File: src/rtl/scaler_step_ctrl_if.sv
// Bundle of the video measurement inputs, output-size registers and the
// scaler-facing step outputs of scaler_step_ctrl.
// The video stream has no backpressure: de_i/hs_i/vs_i are sampled every clk.
// upd_o is a one-cycle qualifier that marks a new set of step outputs; the
// consumer must not stall it, and the three step outputs hold until the next
// upd_o.
interface scaler_step_ctrl_if;
    logic        de_i;
    logic        hs_i;
    logic        vs_i;
    logic [15:0] reg_out_width;
    logic [15:0] reg_out_height;
    logic [15:0] h_scale_step_o;
    logic [15:0] v_scale_step_o;
    logic [15:0] inline_size_o;
    logic        upd_o;
    logic        busy_o;
    logic        sat_o;
    logic        err_o;
    logic [2:0]  dbg_state;

    // Controller side.
    modport slave (
        input  de_i, hs_i, vs_i, reg_out_width, reg_out_height,
        output h_scale_step_o, v_scale_step_o, inline_size_o,
        output upd_o, busy_o, sat_o, err_o, dbg_state
    );

    // Video source / register block side.
    modport master (
        output de_i, hs_i, vs_i, reg_out_width, reg_out_height,
        input  h_scale_step_o, v_scale_step_o, inline_size_o,
        input  upd_o, busy_o, sat_o, err_o, dbg_state
    );
endinterface

File: src/rtl/scaler_step_ctrl.sv
// Per-frame step controller for the bicubic scaler: measures the input frame,
// then computes floor(in * SCALE_STEP / out) for both axes with one shared
// restoring divider and presents the results to the scaler.
module scaler_step_ctrl #(
    parameter int SCALE_STEP = 4096,
    parameter int DIV_CYCLES = 32
) (
    input logic               clk,
    input logic               rst_n,
    scaler_step_ctrl_if.slave bus
);

    typedef enum logic [2:0] {
        IDLE   = 3'd0,
        LATCH  = 3'd1,
        DIV_H  = 3'd2,
        DIV_V  = 3'd3,
        UPDATE = 3'd4
    } state_t;

    localparam logic [31:0] STEP32   = 32'(SCALE_STEP);
    localparam logic [15:0] STEP16   = 16'(SCALE_STEP);
    localparam int          CW       = $clog2(DIV_CYCLES + 1);
    localparam logic [CW-1:0] LAST_CNT = CW'(DIV_CYCLES - 1);

    state_t state, state_nxt;

    // Edge detection and measurement
    logic        hs_prev, vs_prev;
    logic        hs_fall, vs_rise, line_close;
    logic [15:0] pix_cnt, line_cnt, last_w, line_inc;
    logic [15:0] meas_w, meas_h;

    // Divider and results
    logic [15:0] out_w, out_h, div_den;
    logic [31:0] div_num, num_nxt;
    logic [15:0] div_rem, rem_nxt;
    logic [16:0] trial;
    logic        trial_ge;
    logic [CW-1:0] div_cnt;
    logic [31:0] h_q, v_q;
    logic        h_sat, v_sat;
    logic [15:0] h_clamp, v_clamp;

    // Output registers
    logic [15:0] h_out, v_out, inline_out;
    logic        upd_r, sat_r, err_r;

    // FSM decode
    logic busy, div_run, div_last, upd_fire, latch_go, latch_fail, latch_bad;

    assign hs_fall    = hs_prev & ~bus.hs_i;
    assign vs_rise    = ~vs_prev & bus.vs_i;
    // A line only counts once it has carried at least one pixel.
    assign line_close = (hs_fall | vs_rise) && (pix_cnt != 16'd0);
    assign line_inc   = (line_cnt == 16'hFFFF) ? line_cnt : line_cnt + 16'd1;

    // A zero size on either side makes the step meaningless.
    assign latch_bad  = (meas_w == 16'd0) || (meas_h == 16'd0) ||
                        (bus.reg_out_width == 16'd0) || (bus.reg_out_height == 16'd0);

    // One restoring-division step: bring in the next numerator bit MSB first.
    assign div_den  = (state == DIV_V) ? out_h : out_w;
    assign trial    = {div_rem, div_num[31]};
    assign trial_ge = trial >= {1'b0, div_den};
    assign rem_nxt  = trial_ge ? 16'(trial - {1'b0, div_den}) : trial[15:0];
    assign num_nxt  = {div_num[30:0], trial_ge};

    assign h_sat   = |h_q[31:16];
    assign v_sat   = |v_q[31:16];
    assign h_clamp = h_sat ? 16'hFFFF : h_q[15:0];
    assign v_clamp = v_sat ? 16'hFFFF : v_q[15:0];

    // State register.
    always_ff @(posedge clk) begin
        if (!rst_n) state <= IDLE;
        else        state <= state_nxt;
    end

    // Next-state logic; a new frame start always restarts the computation.
    always_comb begin
        state_nxt = state;
        case (state)
            IDLE:    if (vs_rise) state_nxt = LATCH;
            LATCH:   if (vs_rise) state_nxt = LATCH;
                     else if (latch_bad) state_nxt = IDLE;
                     else state_nxt = DIV_H;
            DIV_H:   if (vs_rise) state_nxt = LATCH;
                     else if (div_cnt == LAST_CNT) state_nxt = DIV_V;
            DIV_V:   if (vs_rise) state_nxt = LATCH;
                     else if (div_cnt == LAST_CNT) state_nxt = UPDATE;
            UPDATE:  if (vs_rise) state_nxt = LATCH;
                     else state_nxt = IDLE;
            default: state_nxt = IDLE;
        endcase
    end

    // Per-state control strobes.
    always_comb begin
        busy       = 1'b0;
        div_run    = 1'b0;
        div_last   = 1'b0;
        upd_fire   = 1'b0;
        latch_go   = 1'b0;
        latch_fail = 1'b0;
        case (state)
            LATCH: begin
                busy       = 1'b1;
                latch_go   = ~vs_rise & ~latch_bad;
                latch_fail = ~vs_rise & latch_bad;
            end
            DIV_H, DIV_V: begin
                busy     = 1'b1;
                div_run  = 1'b1;
                div_last = (div_cnt == LAST_CNT);
            end
            UPDATE: begin
                busy     = 1'b1;
                upd_fire = ~vs_rise;
            end
            default: ;
        endcase
    end

    // Sync edge history and frame measurement, running in every state.
    always_ff @(posedge clk) begin
        if (!rst_n) begin
            hs_prev  <= 1'b0;
            vs_prev  <= 1'b0;
            pix_cnt  <= 16'd0;
            line_cnt <= 16'd0;
            last_w   <= 16'd0;
            meas_w   <= 16'd0;
            meas_h   <= 16'd0;
        end else begin
            hs_prev <= bus.hs_i;
            vs_prev <= bus.vs_i;
            if (line_close) begin
                last_w   <= pix_cnt;
                line_cnt <= line_inc;
                pix_cnt  <= 16'd0;
            end else if (bus.de_i && (pix_cnt != 16'hFFFF)) begin
                pix_cnt <= pix_cnt + 16'd1;
            end
            // Frame start publishes the measurement, including a last line
            // that never saw an hs falling edge.
            if (vs_rise) begin
                meas_w   <= line_close ? pix_cnt : last_w;
                meas_h   <= line_close ? line_inc : line_cnt;
                line_cnt <= 16'd0;
                pix_cnt  <= 16'd0;
                last_w   <= 16'd0;
            end
        end
    end

    // Divider datapath, result clamping and output registers.
    always_ff @(posedge clk) begin
        if (!rst_n) begin
            out_w      <= 16'd0;
            out_h      <= 16'd0;
            div_num    <= 32'd0;
            div_rem    <= 16'd0;
            div_cnt    <= '0;
            h_q        <= 32'd0;
            v_q        <= 32'd0;
            h_out      <= STEP16;
            v_out      <= STEP16;
            inline_out <= 16'd0;
            upd_r      <= 1'b0;
            sat_r      <= 1'b0;
            err_r      <= 1'b0;
        end else begin
            upd_r <= upd_fire;
            if (state == LATCH) begin
                out_w <= bus.reg_out_width;
                out_h <= bus.reg_out_height;
            end
            if (latch_go) begin
                div_num <= {16'd0, meas_w} * STEP32;
                div_rem <= 16'd0;
                div_cnt <= '0;
            end
            if (div_run) begin
                div_num <= num_nxt;
                div_rem <= rem_nxt;
                div_cnt <= div_cnt + 1'b1;
            end
            // Horizontal done: keep the quotient and reuse the divider vertically.
            if (div_last && (state == DIV_H)) begin
                h_q     <= num_nxt;
                div_num <= {16'd0, meas_h} * STEP32;
                div_rem <= 16'd0;
                div_cnt <= '0;
            end
            if (div_last && (state == DIV_V)) v_q <= num_nxt;
            if (latch_fail) err_r <= 1'b1;
            if (upd_fire) begin
                h_out      <= h_clamp;
                v_out      <= v_clamp;
                inline_out <= meas_w;
                if (h_sat || v_sat) sat_r <= 1'b1;
            end
        end
    end

    assign bus.h_scale_step_o = h_out;
    assign bus.v_scale_step_o = v_out;
    assign bus.inline_size_o  = inline_out;
    assign bus.upd_o          = upd_r;
    assign bus.busy_o         = busy;
    assign bus.sat_o          = sat_r;
    assign bus.err_o          = err_r;
    assign bus.dbg_state      = state;

endmodule

File: src/flat_wrapper.sv
// flat-port wrapper written by rule: the top's interface ports become plain ports
module scaler_step_ctrl_flat 
#(
    parameter int SCALE_STEP = 4096,
    parameter int DIV_CYCLES = 32
)
  (clk, rst_n, bus_de_i, bus_hs_i, bus_vs_i, bus_reg_out_width, bus_reg_out_height, bus_h_scale_step_o, bus_v_scale_step_o, bus_inline_size_o, bus_upd_o, bus_busy_o, bus_sat_o, bus_err_o, bus_dbg_state);
  scaler_step_ctrl_if bus_i ();
  input logic clk;
  input logic rst_n;
  input wire logic [$bits(bus_i.de_i)-1:0] bus_de_i;
  input wire logic [$bits(bus_i.hs_i)-1:0] bus_hs_i;
  input wire logic [$bits(bus_i.vs_i)-1:0] bus_vs_i;
  input wire logic [$bits(bus_i.reg_out_width)-1:0] bus_reg_out_width;
  input wire logic [$bits(bus_i.reg_out_height)-1:0] bus_reg_out_height;
  output wire logic [$bits(bus_i.h_scale_step_o)-1:0] bus_h_scale_step_o;
  output wire logic [$bits(bus_i.v_scale_step_o)-1:0] bus_v_scale_step_o;
  output wire logic [$bits(bus_i.inline_size_o)-1:0] bus_inline_size_o;
  output wire logic [$bits(bus_i.upd_o)-1:0] bus_upd_o;
  output wire logic [$bits(bus_i.busy_o)-1:0] bus_busy_o;
  output wire logic [$bits(bus_i.sat_o)-1:0] bus_sat_o;
  output wire logic [$bits(bus_i.err_o)-1:0] bus_err_o;
  output wire logic [$bits(bus_i.dbg_state)-1:0] bus_dbg_state;
  assign bus_i.de_i = bus_de_i;
  assign bus_i.hs_i = bus_hs_i;
  assign bus_i.vs_i = bus_vs_i;
  assign bus_i.reg_out_width = bus_reg_out_width;
  assign bus_i.reg_out_height = bus_reg_out_height;
  assign bus_h_scale_step_o = bus_i.h_scale_step_o;
  assign bus_v_scale_step_o = bus_i.v_scale_step_o;
  assign bus_inline_size_o = bus_i.inline_size_o;
  assign bus_upd_o = bus_i.upd_o;
  assign bus_busy_o = bus_i.busy_o;
  assign bus_sat_o = bus_i.sat_o;
  assign bus_err_o = bus_i.err_o;
  assign bus_dbg_state = bus_i.dbg_state;
  scaler_step_ctrl #(.SCALE_STEP(SCALE_STEP), .DIV_CYCLES(DIV_CYCLES)) u_core (.clk(clk), .rst_n(rst_n), .bus(bus_i));
endmodule
File: config.mk
export PLATFORM = sky130hd
export DESIGN_NAME = scaler_step_ctrl_flat
export DESIGN_NICKNAME = d
export VERILOG_FILES = /design/src/rtl/scaler_step_ctrl_if.sv /design/src/rtl/scaler_step_ctrl.sv /design/src/flat_wrapper.sv
export SDC_FILE = /design/constraint.sdc
export NUM_CORES = 1
export LEC_CHECK = 0
export CORE_MARGIN = 1
export CORE_UTILIZATION = 40
export DETAILED_ROUTE_END_ITERATION = 16
export SETUP_SLACK_MARGIN = 0.3
export SLEW_MARGIN = 5
export SYNTH_ARGS = -nofsm -noshare
export SYNTH_HDL_FRONTEND = slang
export SYNTH_SLANG_ARGS = --single-unit
File: constraint.sdc
create_clock -name clk -period 9.4 [get_ports clk]
set_clock_uncertainty 0.05 [all_clocks]
set_input_delay 1.41 -clock clk [delete_from_list [all_inputs] [get_ports clk]]
set_output_delay 1.41 -clock clk [all_outputs]
set_load 0.02 [all_outputs]
# [After elaboration in Yosys (flattened, before gate mapping)]
# Cells that the tools add are included.
[word_totals] ff_bits=286 latch_bits=0 ram_bits=0 romBits=0 inputBits=37 out_inout_bits=55 wordCells=101 mem_count=0
[op_classes] n_addsub=4 multipliers=0 div=0 order_cmp=1 n_eq_ne=10 shift=0 muxes=29 bitwise_logic=10 n_reduce_logical=25
[ops] op="16-bit two-way mux" n=9
[ops] op="16-bit logical NOT" n=4
[ops] op="32-bit two-way mux" n=2
[ops] op="16-bit by 1-bit adder with 16-bit output (second input constant)" n=2
[ops] op="16-bit OR reduction" n=2
[ops] op="28-bit two-way mux" n=1
[ops] op="3-bit two-way mux" n=6
[ops] op="17-bit by 16-bit >= comparator with 1-bit output" n=1
[ops] op="16-bit equality test (second input constant)" n=1
[ops] op="16-bit != test (second input constant)" n=1
[ops] op="16-bit nonzero test" n=1
[ops] op="16-bit subtractor" n=1
[ops] op="3-bit case mux with 5 select lines" n=1
[ops] op="6-bit two-way mux" n=2
[ops] op="1-bit two-way mux" n=7
[ops] op="6-bit by 1-bit adder with 6-bit output (second input constant)" n=1
[ops] op="3-bit by 2-bit equality test with 1-bit output (second input constant)" n=2
[ops] op="6-bit by 5-bit equality test with 1-bit output (second input constant)" n=1
[ops] op="2-bit OR reduction" n=3
[ops] op="1-bit NOT" n=5
[ops] op="1-bit bitwise AND" n=4
[ops] op="1-bit logical AND" n=4
[ops] op="1-bit logical OR" n=4
[ops] op="4-bit OR reduction" n=1
[ops] op="13 further kinds" n=13

# [Logic depth before layout (Yosys ltp)]
[logic_depth] ltp_word=10 mapped_depth=15 mapped_depth_nobuf=12

# [Least setup slack after synthesis]
# OpenSTA, ideal clock, no wires.
[synth_path] path_kind="reg2reg" from="register u_core.state[2], in the netlist u_core.bus.dbg_state[2]" to="register u_core.div_rem[14]" t_arrival_ns=3.170 t_required_ns=9.228 path_slack_ns=6.058 stages_incl_launch_ff=15 period_less_slack_ns=3.342 cell_sequence="dfxtp_1 -> buf_2 -> nor2b_1 -> clkbuf_1 -> nand2_1 -> mux2_2 -> ha_1 -> fa_1 -> nand2b_1 -> a21oi_1 -> o21ai_0 -> a31oi_1 -> o22ai_1 -> xnor2_1 -> a221o_1"
[synth_via] elab_chain_len=5 elab_cells_between_ends=15 classes_between="add/sub (1); order compare (1); eq/ne (3); mux (6); reduce/logical (4)"
[synth_lines] item="start, declared" line="scaler_step_ctrl.sv:26" text="state_t state, state_nxt;"
[synth_lines] item="start signal, assigned" line="scaler_step_ctrl.sv:77" text="else state <= state_nxt;"
[synth_lines] item="3-bit by 2-bit equality test with 1-bit output (on tied branches)" line="scaler_step_ctrl.sv:63, scaler_step_ctrl.sv:106, scaler_step_ctrl.sv:190"
[synth_lines] item="16-bit two-way mux / 2-bit OR reduction (equally long branches)" line="scaler_step_ctrl.sv:63, scaler_step_ctrl.sv:106"
[synth_lines] item="16-bit subtractor (tied with other cells)" line="scaler_step_ctrl.sv:66" text="assign rem_nxt = trial_ge ? 16'(trial - {1'b0, div_den}) : trial[15:0];"
[synth_lines] item="16-bit two-way mux / 1-bit logical AND (equally long branches)" line="scaler_step_ctrl.sv:66, scaler_step_ctrl.sv:190"
[synth_lines] item="16-bit two-way mux / 2-bit OR reduction (equally long branches)"
[synth_lines] item="end signal, assigned" line="scaler_step_ctrl.sv:186" text="div_rem <= rem_nxt;"
[synth_lines] item="end, declared" line="scaler_step_ctrl.sv:37" text="logic [15:0] div_rem, rem_nxt;"
# Parallel ways exist; a longest one is shown, timed or not.
# A chain may end at the register's enable or synchronous reset.

# [Worst setup path after layout]
[layout_path] from="register u_core.state[1], in the netlist u_core.bus.dbg_state[1]" to="register u_core.div_rem[11]"
# The elaborated chain is that of the path after synthesis.

==> key figures <==
Route
  • DRC viols: 0
  • WL final: ~29000 µm
  • Drt pass-1 iters: 6
  • Total number of vias: about 9800
  • Drt via density: approximately 5.2
  • Initial DRC Count: 514
  • ANT nets after route: 0
  • WL per Instance: 15.3 µm

Floorplan
  • FP Rows: 63
  • Die area: 31000 µm²
  • Die span in y: between 150 and 200 µm
  • Die Span X: ~180 µm
  • Core area: slightly below 30000 µm²
  • Initial Util: 40.7%
  • IO Pins: 92

Logic synthesis
  • Cells after Synth: between 1000 and 1500
  • Ys flop type: dfxtp_1
  • Area of the mapped netlist: 12100 µm²
  • Sequential share of the synthesized area: around 47%
  • Area fraction in compound gates after synthesis: around 16%
  • Flops & latches, synth: 286
  • Cell variety after synth: 63
  • Area leader, netlist: dfxtp_1
  • Post-Synth Simple-Gate Area: 22.9%
  • Adder-cell share of the synthesized area: around 2.2%
  • Area contributors post-synth: dfxtp_1 (47%), nand2_1 (9.3%), a21boi_0 (6.6%)
  • Synth Warn #: 0
  • Syn avg cell area: 8.45 µm²
  • Xor/xnor share of the synthesized area: under 10%
  • Mapped Nets: around 1500
  • Post-synth EDFFs: 0
  • Async S/R FF share, synth: 0%
  • Main combinational cell family by area after synthesis: simple AND/OR/NAND/NOR gates
  • Post-synth top area share: 47.3%
  • Mux share of post-synthesis cell area: approximately 5.0%

Global routing
  • First-pass GRT wire length: between 40000 and 50000 µm
  • Largest net degree at the start of global routing: slightly above 90
  • Number of global-route vias before repair: approximately 9500
  • Global Route Usage Sum: a little under a fifth
  • Antenna violations before repair: 0
  • Global route total overflow: 0

Run
  • Maxcap violations: 0

Placement
  • Dpl cells: 1836
  • Placer Congestion: roughly 0.83
  • Hpwl dp: 19600 µm
  • IO buf count: just over 90
  • Placed inst area: between 10000 and 15000 µm²

Setup path
  • Setup crit end kind: register
  • WS Path Type: register to register
  • Arr. time, crit path: ~5.2 ns
  • Worst reg2reg endpoint: u_core.div_rem[11]
  • R2R Setup Slk: about 4.6 ns
  • Setup crit start kind: register
  • End of the critical path: u_core.div_rem[11]
  • Setup crit start: u_core.bus.dbg_state[1]
  • R2r worst-path depth: 13
  • Critical Path Fanout Max: 43
  • WP data required: about 10 ns
  • Reg2reg start: u_core.bus.dbg_state[1]

Layout
  • Area growth syn-to-layout: 17.3%
  • Finished Cell Area: approximately 14000 µm²
  • NumNets Final: 1536
  • Fin util: between 40% and 50%
  • Filler Cell Count: ~3000
  • Area used by multi-input combinational logic: approximately 6000 µm²
  • Antenna Cells: 0
  • Share of layout cells above drive strength 1: between 4 and 5%
  • Register Area: between 5000 and 6000 µm²
  • Non-filler cells, final: roughly 1900

STA
  • Setup-failing EPs final: 0
  • Final min period: 4.77 ns
  • Max Fclk: 0.210 GHz
  • Pins Over Slew Limit: 0
  • Setup TNS: 0 ns
  • Hold violation total from the final report: 0
  • Worst-Margin Slew: 1.20 ns
  • Crit share post-route: 50.8%
  • Final hold slack: between 0.4 and 0.5 ns
  • Slew headroom: 19.9%
  • RSZ-0062 raised after global routing: false

Clocking
  • Post-CTS sizing: 0
  • Max Buffers Root-to-Sink: 3
  • Clock Latency Late Sink: 0.57 ns
  • Worst-path clk slew: approximately 0.060 ns
  • Post CTS Setup Buffer Count: 0
  • TritonCTS clock tree: done
  • Clock Tree Root: clkbuf_16
  • Clock sink count: approximately 290
  • TritonCTS Buffers: 30
  • H-tree Lvls: 1
  • CTS hold repair buffers: 0

Min path
  • Worst hold path type: register to register

Power
  • Gate power share: under 10%
  • Leak pwr: a little over 5 nW
  • Power per cell area: 178 nW/µm²
  • Internal power component: slightly below 2 mW
  • Seq pwr share: around 49%
  • Clk network pwr share: 45.4%
  • Switching power: around 570 µW
  • Maximum vdd drop: 106 µV
  • Sw frac: 22.7%

Status
  • Status: finished clean
==> placed cells by master (no fill, tap or decap), drive strengths merged, types with 15 or more instances in the layout <==
cell type      count
a21boi           112
o21ai             86
xnor2             22
nor2             146
dfxtp            286
clkdlybuf4s50     90
xor2              18
a21oi             31
nor3              53
buf               15
mux2i             58
nand2            300
clkbuf            46
nand4             18
ha                20
a22oi             17
nor4              29
nand3             24
nor2b             23
==> synth_stat cells, types with 6 or more instances <==
cell type,n
nand4_1,18
clkbuf_1,67
o21ai_0,84
dfxtp_1,286
ha_1,20
a211oi_1,11
nor2_1,145
nand3_1,24
buf_4,7
nand2_1,300
nor4_1,29
a21boi_0,107
a22oi_1,17
a221oi_1,7
mux2i_1,58
buf_2,14
nor3_1,52
xnor2_1,22
and3_1,8
nor2b_1,23
inv_1,12
xor2_1,18
a21oi_1,31
nand2b_1,6
==> power by group through the flow <==
stage	sequential [mW]	combinational (mW)	clock [mW]
after floorplan	1.25	0.110	0
after global placement	1.26	0.153	0
after detailed placement	1.26	0.155	0
after CTS	1.23	0.155	1.18
after global routing	1.23	0.171	1.23
final	1.23	0.154	1.15
==> through the flow <==
stage / setup WS, ns / power (mW)
after floorplan: 6.06 / 1.36
after global placement: 4.73 / 1.41
after detailed placement: 4.61 / 1.41
after CTS: 4.59 / 2.56
after global routing: 4.21 / 2.63
final: 4.63 / 2.53
==> critical path, stage by stage, from the launching register on <==
cell	delay [ns]
dfxtp_1	0.42
nor2b_4	0.83
nand2_1	0.77
mux2_2	0.53
inv_1	0.06
ha_1	0.23
nor2b_1	0.15
o2111ai_1	0.30
a21oi_1	0.20
o211ai_1	0.24
a31oi_2	0.11
buf_4	0.26
and2_1	0.22
a221o_1	0.29
==> flip-flops by register name, indices dropped and copies added (netlist names), 3 cells and up <==
register                   flops
u_core.div_num                32
u_core.out_w                  16
u_core.meas_w                 16
u_core.div_cnt                 6
u_core.pix_cnt                16
u_core.div_rem                16
u_core.meas_h                 16
u_core.bus.dbg_state           3
u_core.last_w                 16
u_core.h_q                    32
u_core.v_q                    32
u_core.bus.h_scale_step_o     16
u_core.line_cnt               16
u_core.bus.inline_size_o      16
u_core.out_h                  16
u_core.bus.v_scale_step_o     16
==> final cells by class <==
cell class | instances | area share [%]
multi-input combinational | 1043 | 42.0
sequential | 286 | 40.3
timing repair buffer | 105 | 7.14
clock buffer | 46 | 6.21
tap | 390 | 3.44
clock inverter | 5 | 0.547
inverter | 12 | 0.317
==> logic make-up after synthesis <==
group	count (synthesis)
and+or+nand+nor	629
AOI/OAI and AO/OA	293
DFF	286
buffers and inverters	103
muxes	60
xor gates and xnor gates	40
adders and majority gates	21
==> routing by layer <==
metal | routed length [µm] | part of all wire (%) | vias up | track usage, %
li1 | - | - | 5017 | -
met1 | 13700 | 47 | 4580 | 25.0
met2 | 13600 | 47 | 123 | 32.3
met3 | 912 | 3.2 | 45 | 2.50
met4 | 624 | 2.2 | 0 | 5.54
met5 | 0 | 0 | - | 0
==> worst min path at each step <==
stage                               from             end  slack, ns  cells after the start
after detailed placement  u_core.h_q[22]  u_core.h_q[22]       0.40                      2
after CTS                 u_core.h_q[22]  u_core.h_q[22]       0.41                      2
after global placement    u_core.h_q[20]  u_core.h_q[20]       0.40                      2
final                     u_core.h_q[22]  u_core.h_q[22]       0.41                      2
after floorplan           u_core.h_q[22]  u_core.h_q[22]       0.38                      2
after global routing       u_core.v_q[2]   u_core.v_q[2]       0.43                      2
(Power assumes the default switching activity.)
